### config.mk
export PLATFORM = sky130hd
export DESIGN_NAME = mem_access_unit
export DESIGN_NICKNAME = d
export VERILOG_FILES = /design/src/rtl/mem_access_unit.sv
export SDC_FILE = /design/constraint.sdc
export NUM_CORES = 1
export LEC_CHECK = 0
export BUFFER_PORTS_ARGS = -buffer_cell sky130_fd_sc_hd__buf_4
export CAP_MARGIN = 40
export CORE_MARGIN = 2
export CORE_UTILIZATION = 49
export CTS_CLUSTER_SIZE = 25
export DETAILED_ROUTE_END_ITERATION = 6
export PLACE_DENSITY = 0.86
export SLEW_MARGIN = 20
export SYNTH_ARGS = -nofsm -noshare
export SYNTH_HDL_FRONTEND = slang
export SYNTH_SLANG_ARGS = --single-unit
### constraint.sdc
create_clock -name clk -period 4.16 [get_ports clk]
set_clock_uncertainty 0.2 [all_clocks]
set_input_delay 0.416 -clock clk [delete_from_list [all_inputs] [get_ports clk]]
set_output_delay 0.416 -clock clk [all_outputs]
set_load 0.02 [all_outputs]
### src/rtl/mem_access_unit.sv
// mem_access_unit: load/store unit bridging the EX stage to an SRAM-style request/handshake bus
module mem_access_unit (
    input  logic        clk,
    input  logic        rst,
    input  logic        valid_i,
    input  logic [7:0]  op_i,
    input  logic [31:0] addr_i,
    input  logic [31:0] wdata_i,
    input  logic        flush_i,
    output logic        data_req,
    output logic        data_wr,
    output logic [3:0]  data_wen,
    output logic [31:0] data_addr,
    output logic [31:0] data_wdata,
    input  logic        data_addr_ok,
    input  logic        data_data_ok,
    input  logic [31:0] data_rdata,
    output logic        stall_o,
    output logic        done_o,
    output logic [31:0] rdata_o,
    output logic        adel_o,
    output logic        ades_o,
    output logic [31:0] badvaddr_o
);
    localparam logic [7:0] EXE_LB_OP  = 8'b1110_0000;
    localparam logic [7:0] EXE_LH_OP  = 8'b1110_0001;
    localparam logic [7:0] EXE_LW_OP  = 8'b1110_0011;
    localparam logic [7:0] EXE_LBU_OP = 8'b1110_0100;
    localparam logic [7:0] EXE_LHU_OP = 8'b1110_0101;
    localparam logic [7:0] EXE_SB_OP  = 8'b1110_1000;
    localparam logic [7:0] EXE_SH_OP  = 8'b1110_1001;
    localparam logic [7:0] EXE_SW_OP  = 8'b1110_1011;

    typedef enum logic [1:0] {IDLE, REQ, WAIT} state_t;

    state_t      state_q;
    logic [7:0]  op_q;
    logic [31:0] addr_q, wdata_q;
    logic [3:0]  wen_q;
    logic        wr_q, kill_q;
    logic        is_load, is_store, aligned, idle_ok, accept, misal;
    logic [3:0]  wen_d;
    logic [31:0] wdata_d;
    logic [7:0]  byte_v;
    logic [15:0] half_v;

    // Classify the incoming op, check alignment and steer store lanes
    always_comb begin
        is_load  = op_i inside {EXE_LB_OP, EXE_LBU_OP, EXE_LH_OP, EXE_LHU_OP, EXE_LW_OP};
        is_store = op_i inside {EXE_SB_OP, EXE_SH_OP, EXE_SW_OP};
        aligned  = (op_i inside {EXE_LH_OP, EXE_LHU_OP, EXE_SH_OP}) ? ~addr_i[0] :
                   (op_i inside {EXE_LW_OP, EXE_SW_OP}) ? (addr_i[1:0] == 2'b00) : 1'b1;
        idle_ok  = (state_q == IDLE) && valid_i && (is_load || is_store) && !flush_i && !rst;
        accept   = idle_ok && aligned;
        misal    = idle_ok && !aligned;
        wen_d    = (op_i == EXE_SB_OP) ? 4'b0001 << addr_i[1:0] :
                   (op_i == EXE_SH_OP) ? (addr_i[1] ? 4'b1100 : 4'b0011) :
                   (op_i == EXE_SW_OP) ? 4'b1111 : 4'b0000;
        wdata_d  = (op_i == EXE_SB_OP) ? {4{wdata_i[7:0]}} :
                   (op_i == EXE_SH_OP) ? {2{wdata_i[15:0]}} :
                   (op_i == EXE_SW_OP) ? wdata_i : 32'h0;
    end

    // Bus, pipeline-control, exception and load-format outputs
    always_comb begin
        data_req   = (state_q == REQ);
        data_wr    = wr_q;
        data_wen   = wen_q;
        data_addr  = addr_q;
        data_wdata = wdata_q;
        done_o     = (state_q == WAIT) && data_data_ok && !kill_q && !flush_i;
        stall_o    = accept || (state_q == REQ) || ((state_q == WAIT) && (!data_data_ok || kill_q));
        adel_o     = misal && is_load;
        ades_o     = misal && is_store;
        badvaddr_o = misal ? addr_i : 32'h0;
        byte_v     = data_rdata[{addr_q[1:0], 3'b000} +: 8];
        half_v     = addr_q[1] ? data_rdata[31:16] : data_rdata[15:0];
        rdata_o    = !done_o                ? 32'h0 :
                     (op_q == EXE_LB_OP)  ? {{24{byte_v[7]}}, byte_v} :
                     (op_q == EXE_LBU_OP) ? {24'h0, byte_v} :
                     (op_q == EXE_LH_OP)  ? {{16{half_v[15]}}, half_v} :
                     (op_q == EXE_LHU_OP) ? {16'h0, half_v} : data_rdata;
    end

    // Access FSM: capture on accept, request until addr_ok, drain the response; kill hides flushed responses
    always_ff @(posedge clk or posedge rst) begin
        if (rst) begin
            state_q <= IDLE;
            kill_q  <= 1'b0;
            op_q    <= 8'h0;
            addr_q  <= 32'h0;
            wdata_q <= 32'h0;
            wen_q   <= 4'h0;
            wr_q    <= 1'b0;
        end else begin
            case (state_q)
                IDLE: if (accept) begin
                    state_q <= REQ;
                    op_q    <= op_i;
                    addr_q  <= addr_i;
                    wdata_q <= wdata_d;
                    wen_q   <= wen_d;
                    wr_q    <= is_store;
                end
                REQ: if (data_addr_ok) begin
                    state_q <= WAIT;
                    kill_q  <= flush_i;
                end else if (flush_i) begin
                    state_q <= IDLE;
                end
                WAIT: if (data_data_ok) begin
                    state_q <= IDLE;
                    kill_q  <= 1'b0;
                end else if (flush_i) begin
                    kill_q  <= 1'b1;
                end
                default: state_q <= IDLE;
            endcase
        end
    end
endmodule

After elaboration in Yosys (flattened, before gate mapping)
Cells that the tools add are included.

Add/subtract/negate cells: 0. Bitwise gates (word level): 1. Multiplexer cells: 25. Multipliers: 0. Shift-type cells: 2. Reduce and logical (&&, ||, !) cells: 31. Equal/unequal tests: 19. Div/mod/pow operators: 0. $lt $le $gt $ge: 0.

Operator list (number): 32-bit two-way mux (9); 8-bit == test, second input constant (12); 32-bit by 6-bit indexed part select with 8-bit output (1); 16-bit two-way mux (1); 4-bit two-way mux (4); 1-bit logical AND (12); 2-bit two-way mux (4); 2-bit one-hot mux with 3 select lines (1); 3-bit AND reduction (2); 3-bit nonzero test (2); 1-bit zero test (5); 1-bit two-way mux (5); 5-bit nonzero test (1); 2-bit zero test (2); 1-bit logical OR (4); 2-bit inequality test, second input constant (2); 2-bit nonzero test (2); 1-bit by 2-bit << shifter with 4-bit output, first input constant (1); 3-bit by 2-bit inequality test with 1-bit output, second input constant (1); 3-bit inequality test, second input constant (1); 2-bit by 1-bit == test with 1-bit output, second input constant (1); 2-bit == test, second input constant (1); 2-bit by 1-bit inequality test with 1-bit output, second input constant (1); 1-bit one-hot mux with 2 select lines (1); 2 further kinds (2).

Word-level logic and storage cells: 85. Register bits after elaboration: 80. Memory bits (writable): 0. Output and inout bits: 138. Memories kept: 0. Latch bits: 0. Memory bits (read-only): 0.

Longest topological paths before layout
Depth in word-level cells: 9. Gate-level depth with buffers: 8.

Least setup slack after synthesis
Ideal clock, no wire load.

Kind: reg2out. Start point: register state_q[1]. End point: output badvaddr_o[22]. Arrival: 2007 ps. Path slack: 1537 ps. Path buffers: 1. Cell stages (with the launch flop): 6. Path through: dfrtp_1 or4b_1 a2111o_1 nor2_1 clkbuf_1 and2_1.

Word-level cells in the longest chain between the ends: 7.

RTL lines: start, declared (RTL line 36) `state_t state_q;`; start signal, assigned (RTL line 88) `state_q <= IDLE;`; start signal, assigned (RTL line 98) `state_q <= REQ;`; start signal, assigned (RTL line 106) `state_q <= WAIT;`; 2-bit zero test (RTL line 53) `idle_ok = (state_q == IDLE) && valid_i && (is_load || is_store) && !flush_i && !rst;`; 1-bit logical AND (4 in a row) (RTL line 53); 1-bit logical AND (RTL line 55) `misal = idle_ok && !aligned;`; 32-bit two-way mux (RTL line 75) `badvaddr_o = misal ? addr_i : 32'h0;`; end, declared (RTL line 23) `output logic [31:0] badvaddr_o`.

No other way between the ends.

Worst setup path after layout
Start point: register state_q[1]. End point: output badvaddr_o[6].

Same word-level chain as after synthesis.

==> impl_metrics.tcl <==
set metrics [dict create \
    status "completed" \
    grt_start_max_net_pins 56 \
    htreeDepth 3 \
    hp-start "addr_i[29]" \
    critPathLaunchType "register" \
    multiInputGateArea_um2 2490 \
    ys_types 43 \
    areaGrowthSynthToFinish_pct 44.8 \
    power.density_nw_per_um2 257 \
    die_area_um2 10500 \
    pin_count 248 \
    place_hpwl_um 11300 \
    clkTransAtPathRegs_ns 0.08 \
    p_total_mw 1.76 \
    start_util_pct 50.7 \
    fp.dieH_um 102 \
    diodes 0 \
    cpMaxStageDelayCell "or4b_1" \
    cts.sinks 80 \
    crit_chain "or4b_1 > a2111o_1 > nor2_2 > buf_4 > and2_1 > buf_4" \
    timing.rr.end "data_wdata[29]" \
    final_cell_area_um2 6850 \
    via_count 4648 \
    grt_pass1_vias 4729 \
    synth_cells 457 \
    hold_viol_final 0 \
    drc 0 \
    vdd_ir_drop_max_v 0.000272 \
    reg2reg_from "state_q[1]" \
    rsz0062_at_grt "false" \
    met1_length_um 5480 \
    dr.pass1.iters 5 \
    drt_wl_total_um 15100 \
    placed_cell_area_um2 6650 \
    postCtsSetupBuffers 0 \
    holdPathStages 2 \
    die_w_um 102 \
    rows 35 \
    period_minus_slack_ns 3.47 \
    finalSetupViolCount 0 \
    num-fill-cells 717 \
    arrival_ns 2.85 \
    avgSynthCellArea_um2 10.4 \
    wl_per_cell_um 18.3 \
    critPathBufInv 2 \
    grtUsageTotal_pct 27.9 \
    final_max_slew_viol_count 0 \
    path_delay_family "simple AND/OR/NAND/NOR gates" \
    gr-total-overflow 0 \
    fmax_mhz 289 \
    port_buffers 247 \
    synth_warnings 0 \
    synth_nets 567 \
    viasPerCell 5.64 \
    drive_gt1_share_pct 52.2 \
    crit_top_cell "buf_4" \
    clk_latency_ns 0.33 \
    finalNetCount 800 \
    clk_path_buf_depth 2 \
    grt_first_pass_wirelength_um 22900 \
    cts_tree "done" \
    seqCellArea_um2 2000 \
    postCtsResizedCells 0 \
    dr_wl_met2_um 7900 \
    layout_commonest_cell "buf_4" \
    rr_worst_depth 5 \
    tns_ns 0 \
    gp_congestion 0.845 \
    worst_pin_slew_ns 0.742 \
    critPathMaxFanout 21 \
    end_kind "primary output" \
    cap_violations 0 \
    yosys_register_bits 80 \
    hold_path_class "in -> reg" \
    whs_endpoint "data_addr[29]" \
    wl_met3_um 1370 \
    cts_root_buf "clkbuf_8" \
    dr.max_layer_used "met4" \
    slowest_delay_ns 0.54 \
    crit_required_ns 3.54 \
    antenna_left 0 \
    cts_buffers 9 \
    regToRegSetupSlack_ns 1.40 \
    netlist_area_um2 4730 \
    holdBufCountCts 1 \
    coreArea_um2 9330 \
    slew_headroom_pct 50.5 \
    drt-initial-drc-count 196 \
    antenna_found_initial 0 \
    yosysSeqAreaShare_pct 42.3 \
    leakage_nw 3.48 \
    final_cell_mix "buf_4, dfrtp_1, mux2_2" \
    fin_crit_sh_pct 83.3 \
    path_class "reg -> out" \
]
==> cells in the mapped netlist <==
master | number | share of area [%]
mux2_2 | 73 | 17
nor4b_2 | 1 | 0.32
nor3b_1 | 8 | 1.3
or2_2 | 5 | 0.66
inv_1 | 13 | 1.0
or3_1 | 2 | 0.26
buf_1 | 3 | 0.24
buf_6 | 8 | 1.9
mux4_2 | 8 | 3.8
o21a_1 | 3 | 0.48
a31oi_1 | 1 | 0.13
nand2_1 | 12 | 0.95
a22oi_1 | 8 | 1.3
o21ai_0 | 26 | 2.7
o22ai_1 | 14 | 1.9
clkinv_1 | 1 | 0.079
a22o_1 | 7 | 1.3
buf_2 | 2 | 0.21
a21oi_1 | 13 | 1.4
nand3_1 | 1 | 0.11
o31a_1 | 1 | 0.19
or3b_2 | 1 | 0.19
dfrtp_1 | 80 | 42
a211o_1 | 3 | 0.56
or4b_1 | 1 | 0.21
a2111o_1 | 1 | 0.24
nor2b_2 | 1 | 0.19
nor4_1 | 2 | 0.26
a211oi_1 | 14 | 2.2
clkbuf_1 | 22 | 1.7
nand4b_1 | 1 | 0.19
a311oi_1 | 1 | 0.19
a21o_1 | 2 | 0.32
and4b_1 | 1 | 0.21
nor2_1 | 47 | 3.7
nor2b_1 | 5 | 0.66
nor3_1 | 14 | 1.5
buf_8 | 1 | 0.32
o211ai_1 | 2 | 0.32
mux2i_1 | 9 | 1.9
nand2b_1 | 5 | 0.66
nand4bb_1 | 1 | 0.24
and2_1 | 33 | 4.4
==> state kept, by name, summed over array words and instances (netlist names) <==
signal and cells:
data_addr 32, data_wdata 32, data_wen 4, data_wr 1, kill_q 1, op_q 8, state_q 2
==> metrics by stage <==
stage          hold WS (ns)  cells  setup slack [ns]  utilization, %
2_1_floorplan         0.239    457              1.49               -
3_3_place_gp          0.253    807              1.08            71.2
3_5_place_dp          0.261    807             0.963            71.2
4_1_cts              0.0879    824             0.678            73.5
5_1_grt              0.0952    824             0.439            73.5
6_report              0.106    824             0.695            73.5
==> report_power, final <==
group	switching, mW	internal (mW)	leakage (nW)
clock network	0.278	0.293	0.0993
logic	0.171	0.176	2.31
registers	0.0285	0.814	1.07
==> cell families (layout without fill, tap and decap cells) <==
family | after synthesis | count (layout) | share of synthesized area (%)
AND/OR/NAND/NOR | 141 | 141 | 15.9
AO/OA/AOI/OAI | 96 | 96 | 13.2
multiplexers | 90 | 90 | 23.1
flip-flops | 80 | 80 | 42.3
buffers and inverters | 50 | 288 | 5.52
==> layer usage <==
layer	GRT usage, %	vias to the layer above
met2	50.5	252
met1	31.0	2267
met4	10.5	0
li1	-	2103
met3	8.07	26
met5	0	-
==> final cells by class <==
cell class	count	share of cell area [%]
Clock buffer	11	2.06
Timing Repair Buffer	258	28.5
Inverter	14	0.785
Sequential cell	80	29.2
Clock inverter	5	0.822
Tap cell	129	2.36
Multi-Input combinational cell	327	36.3
==> worst max-delay path by stage <==
stage / depth (start not counted) / start / slack [ns] / to
4_1_cts: 6 / state_q[1] / 0.68 / badvaddr_o[6]
6_report: 6 / state_q[1] / 0.69 / badvaddr_o[6]
3_3_place_gp: 7 / flush_i / 1.08 / badvaddr_o[5]
3_5_place_dp: 7 / flush_i / 0.96 / badvaddr_o[6]
2_1_floorplan: 1 / rst / 1.49 / data_addr[0]
5_1_grt: 6 / op_q[4] / 0.44 / rdata_o[8]
Power figures use the tool's default switching activity.
